==> src/rtl/carry_skip_pkg.sv <==
// Shared types and elaboration helpers for the iterative carry-skip subtractor.
package carry_skip_pkg;

    typedef enum logic [1:0] {
        IDLE,
        CALC,
        DONE
    } state_t;

    function automatic int unsigned num_blocks(input int unsigned n, input int unsigned bs);
        return n / bs;
    endfunction

    function automatic int unsigned skip_count_width(input int unsigned nb);
        return $clog2(nb + 1);
    endfunction

    // Block index register needs at least one bit even when there is a single block.
    function automatic int unsigned idx_width(input int unsigned nb);
        return (nb > 1) ? $clog2(nb) : 1;
    endfunction

endpackage

==> src/rtl/csk_sub_block.sv <==
// One combinational carry-skip subtract slice: ripple borrow with an all-propagate bypass.
module csk_sub_block #(
    parameter int unsigned BLOCK_SIZE = 4
) (
    input  logic [BLOCK_SIZE-1:0] a,
    input  logic [BLOCK_SIZE-1:0] b,
    input  logic                  bin,
    output logic [BLOCK_SIZE-1:0] diff,
    output logic                  bout,
    output logic                  skip
);

    logic [BLOCK_SIZE:0]   br;
    logic [BLOCK_SIZE-1:0] p;

    assign p = ~(a ^ b);

    always_comb begin
        br    = '0;
        diff  = '0;
        br[0] = bin;
        for (int unsigned i = 0; i < BLOCK_SIZE; i++) begin
            diff[i]  = a[i] ^ b[i] ^ br[i];
            br[i+1]  = (~a[i] & b[i]) | (p[i] & br[i]);
        end
    end

    assign skip = &p;
    assign bout = skip ? bin : br[BLOCK_SIZE];

endmodule

==> src/rtl/carry_skip_subtractor_seq.sv <==
// Multi-cycle carry-skip subtractor, one block per clock, valid/ready on both sides.
// Optional CSK_SKIP_COUNT_EN adds a skip_count output counting bypassed blocks.
module carry_skip_subtractor_seq
    import carry_skip_pkg::*;
#(
    parameter int unsigned N          = 8,
    parameter int unsigned BLOCK_SIZE = 4
) (
    input  logic         clk,
    input  logic         rst_n,
    input  logic         in_valid,
    output logic         in_ready,
    input  logic [N-1:0] a,
    input  logic [N-1:0] b,
    input  logic         bin,
    output logic         out_valid,
    input  logic         out_ready,
    output logic [N-1:0] diff,
    output logic         bout
`ifdef CSK_SKIP_COUNT_EN
    ,
    output logic [skip_count_width(N/BLOCK_SIZE)-1:0] skip_count
`endif
);

    localparam int unsigned NUM_BLOCKS = num_blocks(N, BLOCK_SIZE);
    localparam int unsigned IDXW       = idx_width(NUM_BLOCKS);
    localparam logic [IDXW-1:0] LAST_IDX = IDXW'(NUM_BLOCKS - 1);

    if (N < 1 || BLOCK_SIZE < 1 || (N % BLOCK_SIZE) != 0) begin : g_bad_params
        $error("carry_skip_subtractor_seq: N must be a positive multiple of BLOCK_SIZE");
    end

    state_t                state, state_nx;
    logic [N-1:0]          a_q, b_q;
    logic                  br_q;
    logic [IDXW-1:0]       idx;
    logic [BLOCK_SIZE-1:0] a_blk [NUM_BLOCKS];
    logic [BLOCK_SIZE-1:0] b_blk [NUM_BLOCKS];
    logic [BLOCK_SIZE-1:0] blk_a, blk_b, blk_diff;
    logic                  blk_bout, blk_skip;
    logic                  accept, last;

    for (genvar g = 0; g < NUM_BLOCKS; g++) begin : g_slice
        assign a_blk[g] = a_q[g*BLOCK_SIZE +: BLOCK_SIZE];
        assign b_blk[g] = b_q[g*BLOCK_SIZE +: BLOCK_SIZE];
    end

    assign blk_a = a_blk[idx];
    assign blk_b = b_blk[idx];

    csk_sub_block #(
        .BLOCK_SIZE(BLOCK_SIZE)
    ) u_blk (
        .a   (blk_a),
        .b   (blk_b),
        .bin (br_q),
        .diff(blk_diff),
        .bout(blk_bout),
        .skip(blk_skip)
    );

    assign accept = in_valid && in_ready;
    assign last   = (idx == LAST_IDX);

    always_comb begin
        state_nx = state;
        case (state)
            IDLE:    if (accept) state_nx = CALC;
            CALC:    if (last) state_nx = DONE;
            DONE:    if (out_valid && out_ready) state_nx = IDLE;
            default: state_nx = IDLE;
        endcase
    end

    // Handshake flags are registered from the next state so both stay low throughout reset.
    always_ff @(posedge clk or negedge rst_n) begin
        if (!rst_n) begin
            state     <= IDLE;
            in_ready  <= 1'b0;
            out_valid <= 1'b0;
            a_q       <= '0;
            b_q       <= '0;
            br_q      <= 1'b0;
            idx       <= '0;
            diff      <= '0;
            bout      <= 1'b0;
        end else begin
            state     <= state_nx;
            in_ready  <= (state_nx == IDLE);
            out_valid <= (state_nx == DONE);
            case (state)
                IDLE: begin
                    if (accept) begin
                        a_q  <= a;
                        b_q  <= b;
                        br_q <= bin;
                        idx  <= '0;
                    end
                end
                CALC: begin
                    br_q <= blk_bout;
                    idx  <= last ? '0 : idx + 1'b1;
                    for (int unsigned i = 0; i < NUM_BLOCKS; i++) begin
                        if (idx == IDXW'(i)) diff[i*BLOCK_SIZE +: BLOCK_SIZE] <= blk_diff;
                    end
                    if (last) bout <= blk_bout;
                end
                default: ;
            endcase
        end
    end

`ifdef CSK_SKIP_COUNT_EN
    always_ff @(posedge clk or negedge rst_n) begin
        if (!rst_n) begin
            skip_count <= '0;
        end else if (state == IDLE && accept) begin
            skip_count <= '0;
        end else if (state == CALC && blk_skip) begin
            skip_count <= skip_count + 1'b1;
        end
    end
`endif

endmodule

==> config.mk <==
export PLATFORM = sky130hd
export DESIGN_NAME = carry_skip_subtractor_seq
export DESIGN_NICKNAME = d
export VERILOG_FILES = /design/src/rtl/carry_skip_pkg.sv /design/src/rtl/csk_sub_block.sv /design/src/rtl/carry_skip_subtractor_seq.sv
export SDC_FILE = /design/constraint.sdc
export NUM_CORES = 1
export LEC_CHECK = 0
export CORE_UTILIZATION = 53
export CTS_CLUSTER_DIAMETER = 60
export DETAILED_ROUTE_END_ITERATION = 16
export GPL_ROUTABILITY_DRIVEN = 0
export PLACE_DENSITY = 0.82
export SKIP_CTS_REPAIR_TIMING = 1
export SLEW_MARGIN = 20
export SYNTH_ARGS = -nofsm -noshare
export SYNTH_HDL_FRONTEND = slang
export SYNTH_SLANG_ARGS = --single-unit
export TNS_END_PERCENT = 5
==> constraint.sdc <==
create_clock -name clk -period 4.3 [get_ports clk]
set_clock_uncertainty 0.15 [all_clocks]
set_input_delay 0.86 -clock clk [delete_from_list [all_inputs] [get_ports clk]]
set_output_delay 0.86 -clock clk [all_outputs]
set_load 0.01 [all_outputs]
# Word level (Yosys, flattened, before mapping)
# Cells that the tools add are included.
# totals
reg_bits	31
input_bits	21
output_inout_bits	11
elab_cells	70
# classes
addsub	1
magnitude_cmp	1
eq_ne	4
muxes	16
bitwise_logic	28
reduce_logical	10
# op_table
cell	count
4-bit 2-to-1 mux	6
1-bit bitwise AND	8
2-bit AND reduction	4
1-bit bitwise XOR	8
2-bit 2-to-1 mux	3
2-bit case mux with 3 select lines	1
1-bit NOT	5
2-bit equality test, second input constant	2
2-bit logical NOT	2
1-bit 2-to-1 mux	4
4-bit NOT	1
1-bit bitwise OR	4
1-bit case mux with 2 select lines	2
4-bit AND reduction	1
4-bit bitwise XOR	1
2-bit by 1-bit equality test with 1-bit output, second input constant	1
2-bit greater-or-equal comparator, second input constant	1
1-bit logical AND	2
2-bit inequality test, second input constant	1
1-bit NOT with 2-bit output	1
2-bit nonzero test	1
1-bit adder, second input constant	1

# Logic depth before layout (Yosys ltp)
# Gate-level depths: netlist of run 1.
# depth
word_depth	16
ltp_mapped	11
depth_no_buf	10

# Modules after synthesis
# From an unflattened synthesis of run 1, not the netlist that was laid out.
# hier_totals
cells_unflattened	103
area_unflattened_um2	1471.4
# modules_own_cells
mod	instances	cells_each	area_per_inst_um2	seq_area_each_um2
carry_skip_subtractor_seq	1	82	1278.7	775.7
csk_sub_block	1	21	192.7	0.0

# Worst setup path after synthesis of run 1
# OpenSTA, ideal clock, no wires.
# synth_path
path_kind	reg2reg
start	reg idx
end	reg diff[3]
setup_ns	0.125
arrival_time_ns	2.437
required_time_ns	4.025
slack_ns	1.587
stages_incl_launch_ff	10
path_buffers	1
period_less_slack_ns	2.713
cell_sequence	dfrtp_1 buf_4 mux2i_1 fa_1 inv_1 fa_1 fa_1 inv_1 fa_1 mux2_4
# synth_via
elab_chain_cells	13
word_cells_on_any_way	25
cone_classes	6 x mux; 18 x bitwise; 1 x reduce/logical
# synth_lines
element	line_no	rtl
from (decl)	carry_skip_subtractor_seq.sv:37	logic [IDXW-1:0] idx;
from (signal assigned)	carry_skip_subtractor_seq.sv:103	idx <= last ? '0 : idx + 1'b1;
1-bit NOT with 2-bit output (not written as such) *	carry_skip_subtractor_seq.sv:49, carry_skip_subtractor_seq.sv:50	
4-bit 2-to-1 mux (on tied branches) (3 in a row)	carry_skip_subtractor_seq.sv:49, carry_skip_subtractor_seq.sv:50	
4-bit bitwise XOR	csk_sub_block.sv:16	assign p = ~(a ^ b);
4-bit NOT	csk_sub_block.sv:16	
1-bit bitwise AND	csk_sub_block.sv:24	br[i+1] = (~a[i] & b[i]) | (p[i] & br[i]);
1-bit bitwise OR	csk_sub_block.sv:24	
1-bit bitwise AND	csk_sub_block.sv:24	
1-bit bitwise OR	csk_sub_block.sv:24	
1-bit bitwise AND	csk_sub_block.sv:24	
1-bit bitwise OR	csk_sub_block.sv:24	
1-bit bitwise XOR *	csk_sub_block.sv:23	diff[i] = a[i] ^ b[i] ^ br[i];
net blk_diff[3]	carry_skip_subtractor_seq.sv:40	logic [BLOCK_SIZE-1:0] blk_a, blk_b, blk_diff;
to (signal, indexed assignment)	carry_skip_subtractor_seq.sv:105	if (idx == IDXW'(i)) diff[i*BLOCK_SIZE +: BLOCK_SIZE] <= blk_diff;
to (decl)	carry_skip_subtractor_seq.sv:18	output logic [N-1:0] diff,
# Mark *: on every way through the listed nets, which the timed path passes. The rest lies on a longest branch. The select of a mux whose other input is x is not followed.
# A chain may end at the register's enable or synchronous reset.

# Worst setup path after layout of run 1
# Ends and elaborated chain as after synthesis.

==> results of run 1 <==
critical path, cell delays in order (launching register included):
cell and delay, ns:
dfrtp_1 0.66, mux2i_1 0.36, fa_1 0.23, inv_1 0.05, fa_1 0.37, fa_1 0.38, inv_1 0.09, fa_1 0.43
mux2_4 0.28
metrics by stage:
| step | hold slack [ns] | utilization |
|---|---|---|
| 6_report | 0.338 | 0.738 |
| 5_1_grt | 0.368 | 0.738 |
| 4_1_cts | 0.347 | 0.738 |
| 3_5_place_dp | 0.323 | 0.703 |
| 3_3_place_gp | 0.310 | 0.703 |
| 2_1_floorplan | 0.308 | - |
power groups by stage:
stage	registers, W	clock network, W	logic (W)
after global routing	0.000553	0.000257	0.000838
after global placement	0.000534	0	0.000691
after detailed placement	0.000540	0	0.000751
after floorplan	0.000524	0	0.000494
after CTS	0.000535	0.000241	0.000759
final	0.000534	0.000238	0.000745
layer usage:
layer  track usage  vias up
li1              -      426
met1         0.250      440
met2         0.396       26
met3        0.0876        7
met4         0.103        0
met5             0        -
state kept, by name (all words and copies together), names as in the netlist:
name	count
a_q	8
b_q	8
bout	1
br_q	1
diff	8
idx	1
in_ready	1
out_valid	1
state	2
layout make-up:
class,count,area share
sequential,31,0.417
multi-input combinational,62,0.330
timing repair buffer,32,0.171
clock buffer,6,0.0276
tap,30,0.0202
clock inverter,2,0.0188
inverter,8,0.0161
worst paths after layout:
path,to,slack (ns),depth (start not counted),startpoint
setup / recovery,diff[3],1.20,8,idx
max in group asynchronous,a_q[7],2.96,2,rst_n
hold reg to reg,diff[5],0.34,2,diff[5]
min in group asynchronous,out_valid,0.76,2,rst_n
hold / removal,diff[5],0.34,2,diff[5]
setup reg to reg,diff[3],1.20,8,idx
placed cells by master, fill, tap and decap left out, types with 4 or more instances in the layout:
cell type	instances
clkbuf_4	5
clkdlybuf4s50_1	31
dfrtp_1	31
fa_1	4
ha_1	4
inv_1	8
mux2_2	20
mux2i_1	8
nand2_1	8
o21ai_0	4
cells by family after synthesis:
group,count (synthesis),share of synthesized area
flops,31,0.538
mux,31,0.240
buf+inv,12,0.0365
fa+ha+maj,8,0.0903
simple gates,17,0.0703
compound gates,6,0.0243
==> results.md, run 1 <==
* Initial DRT Pass Iterations at 3
* Nature of the critical path endpoint: flop
* Final Power at 0.00152 W
* Crit share post-route at 0.722
* Synthesis-to-finish area growth at 29.1%
* Placed Area at 1770 sq um
* Max-cap violations at 0
* Top cells by area, synth: dfrtp_1 (54%), mux2_2 (16%), fa_1 (5.6%)
* Vias per cell at 5.26
* Power Density at 816 nW/um^2
* Uppermost routed layer: met4
* Logic pwr share at 0.491
* Starting Density at 0.571
* Worst slack at placement at 1.22 ns
* Num rows at 18
* Mapped Area at 1440 sq um
* Async SR Flop Fraction at 1.00
* Fillers at 182
* Die area at 2930 sq um
* Seq/Total Area, Yosys at 0.538
* Synth Instances at 105
* Tightest Pin Transition at 0.865 ns
* Clk network pwr share at 0.157
* Worst EP arrival at 3.18 ns
* WL met1 at 1090 um
* Register area at 776 sq um
* Layout cells sized above 1 at 0.220
* HPWL after detailed placement at 1920 um
* Status: finished, final reports clean
* Clk root buf: clkbuf_4
* Unique cell type count in the Yosys netlist at 21
* Peak supply drop at 0.000672 V
* Number of enable flip-flop cells after synthesis at 0
* DRC at 0
* RSZ-0062 raised after global routing: no
* Biggest area consumer among synthesized cells: dfrtp_1
* Skew-Pair Late Insertion Delay at 0.33 ns
* Final net count at 169
* Input/output buffers at 31
* CP Class: reg -> reg
* Fin crit period at 3.10 ns
* Max Clk Rate at 322 MHz
* ANT nets after route at 0
* Most frequent cells after synthesis: dfrtp_1 (31), mux2_2 (20), inv_1 (8), mux2i_1 (8), nand2_1 (8)
* Final setup vio count at 0
* Num CTS Buffers at 5
* Pin count of the biggest net entering global routing at 32
* Ant. Diodes at 0
* Via count at 899
* Ports at 32
* Most frequent cell after synthesis: dfrtp_1
* Antenna violations before repair at 0
* Syn nets at 134
* DP Cell Count at 163
* Core Area at 2520 sq um
* Fin. max-slew vios at 0
* Met2 WL at 1360 um
* Int Power at 0.000982 W
* Final non-filler cell total at 171
* Element type at the critical path start: flop
* Worst setup margin at 1.20 ns
* CTS tree: yes
* First-pass GRT wire length at 4520 um
* Setup Total Neg Slack at 0 ns
* Clock sink total at 31
* Worst Path Max Fanout at 11
* Total wire length at 2640 um
* Required @ worst endpoint at 4.38 ns
* Initial drt markers at 5
* Residual overflow from global routing at 0
* Die H at 54.2 um
* Sw frac at 0.353
* Vias in the first global route at 1,004
* Final Hold Vio Count at 0
* Net switching power at 0.000536 W
* Yosys warnings at 0
* Multi-input logic area at 613 sq um
* Max-slew headroom at 0.423
* Most common flop cell mapped by yosys: dfrtp_1
* Die X at 54.2 um
* Gr usage total at 0.231
* Met3 WL post-DR at 118 um
* Synthesized area per cell at 13.7 sq um
* Type of the worst min-delay path: reg -> reg
* Leakage at 0.851 nW
* CTS Buffer Depth at 2
* Reg clk slew, reported paths at 0.10 ns
* Wire per inst at 15.4 um
* CTS H-tree lvls at 2
* Synthesized flop and latch total at 31
* Final Instance Area at 1860 sq um
* Synth top area share at 0.538
* Reg power frac at 0.352
No activity file was read; power rests on OpenSTA's default activity.
==> run 2, diff against run 1 <==
- CORE_UTILIZATION: 53 -> 49
- PLACE_DENSITY: 0.82 -> 0.77
- clock period: 4.3 -> 3 ns (I/O delays scaled with it)
==> results.md, run 2 (synthesis gave the netlist of run 1 again) <==
* Ant. Diodes at 0
* Num CTS Buffers at 5
* Residual overflow from global routing at 0
* Pin count of the biggest net entering global routing at 32
* Initial DRT Pass Iterations at 4
* Final Hold Vio Count at 0
* Worst Path Max Fanout at 8
* Element type at the critical path start: flop
* Most frequent cells in the layout: clkdlybuf4s50_1 (31), dfrtp_1 (30), mux2_2 (20)
* Net switching power at 0.000719 W
* Type of the worst min-delay path: reg -> reg
* Commonest non-fill, non-tap cell in the layout: clkdlybuf4s50_1
* Crit share post-route at 0.939
* Fin crit period at 2.82 ns
* Synthesis-to-finish area growth at 27.8%
* Max Clk Rate at 355 MHz
* Input/output buffers at 31
* Skew-Pair Late Insertion Delay at 0.31 ns
* ANT nets after route at 0
* Total wire length at 2460 um
* Final net count at 171
* CTS Buffer Depth at 2
* Tightest Pin Transition at 0.383 ns
* DRC at 0
* RSZ-0062 raised after global routing: no
* Ports at 32
* Required @ worst endpoint at 3.06 ns
* Worst slack at placement at 0.126 ns
* CTS tree: yes
* Die area at 3160 sq um
* Worst setup margin at 0.183 ns
* Reg power frac at 0.371
* Starting Density at 0.518
* Core Area at 2780 sq um
* Die X at 56.2 um
* Initial drt markers at 8
* Fin. max-slew vios at 0
* Max-cap violations at 0
* Placed Area at 1790 sq um
* Sw frac at 0.355
* Vias in the first global route at 904
* Max-slew headroom at 0.744
* Logic pwr share at 0.523
* Gr usage total at 0.178
* Die H at 56.2 um
* Setup Total Neg Slack at 0 ns
* Clk root buf: clkbuf_4
* Power Density at 1100 nW/um^2
* Peak supply drop at 0.000771 V
* Status: finished, final reports clean
* Worst EP arrival at 2.88 ns
* Via count at 917
* Regs by FF count: a_q x8, b_q x8, diff x8
* Clk network pwr share at 0.106
* Nature of the critical path endpoint: flop
* Final Instance Area at 1840 sq um
* First-pass GRT wire length at 4170 um
* Final setup vio count at 0
* Num rows at 19
* HPWL after detailed placement at 1890 um
* Vias per cell at 5.27
* CP Class: reg -> reg
* CTS H-tree lvls at 2
* Clock sink total at 31
* Leakage at 0.841 nW
* Fillers at 227
* Antenna violations before repair at 0
* Reg clk slew, reported paths at 0.09 ns
* Layout cells sized above 1 at 0.224
* Int Power at 0.00131 W
* DP Cell Count at 166
* Final non-filler cell total at 174
* Wire per inst at 14.1 um
## run 2: cell count changes in the layout (fill, tap and decap cells not counted)
cell	before	now
clkbuf_8	1	0
dfrtp_1	31	30
bufinv_16	1	0
clkbuf_1	0	2
buf_4	1	3
dfrtp_2	0	1
## run 2: cell type report
type | count | area [sq um] | area share
Sequential cell | 31 | 777 | 0.422
Multi-Input combinational cell | 62 | 613 | 0.333
Timing Repair Buffer | 34 | 333 | 0.181
Clock buffer | 7 | 45.0 | 0.0245
Tap cell | 31 | 38.8 | 0.0211
Inverter | 8 | 30.0 | 0.0163
Clock inverter | 1 | 5.00 | 0.00272
## run 2: power groups by stage
stage               sequential [W]  combinational, W  clock, W
finish                    0.000752           0.00106  0.000215
global route              0.000783           0.00118  0.000245
CTS                       0.000755           0.00108  0.000227
detailed placement        0.000765           0.00108         0
global placement          0.000756           0.00102         0
floorplan                 0.000751          0.000708         0
## run 2: path summary, 6_finish.rpt
check | end | from | depth (start not counted) | slack [ns]
max reg2reg | diff[3] | idx | 8 | 0.18
max in group asynchronous | idx | rst_n | 2 | 1.88
min | diff[2] | diff[2] | 2 | 0.34
min in group asynchronous | diff[5] | rst_n | 2 | 0.52
max | diff[3] | idx | 8 | 0.18
min reg2reg | diff[2] | diff[2] | 2 | 0.34
## run 2: per-layer routing
layer | wire length (um) | global-route usage
met5 | 0 | 0
met4 | 40 | 0.0732
met3 | 120 | 0.0488
met2 | 1280 | 0.303
met1 | 1010 | 0.214
## run 2: through the flow
stage,power (W),hold WS [ns],utilization
global placement,0.00177,0.309,0.644
global route,0.00221,0.378,0.662
CTS,0.00207,0.339,0.662
floorplan,0.00146,0.154,-
finish,0.00203,0.335,0.662
detailed placement,0.00185,0.319,0.644
## run 2: critical path: stages (launching register included)
cell and delay (ns):
dfrtp_2 0.46, mux2i_1 0.31, fa_1 0.23, inv_1 0.05
fa_1 0.37, fa_1 0.36, inv_1 0.08, fa_1 0.42
mux2_4 0.28
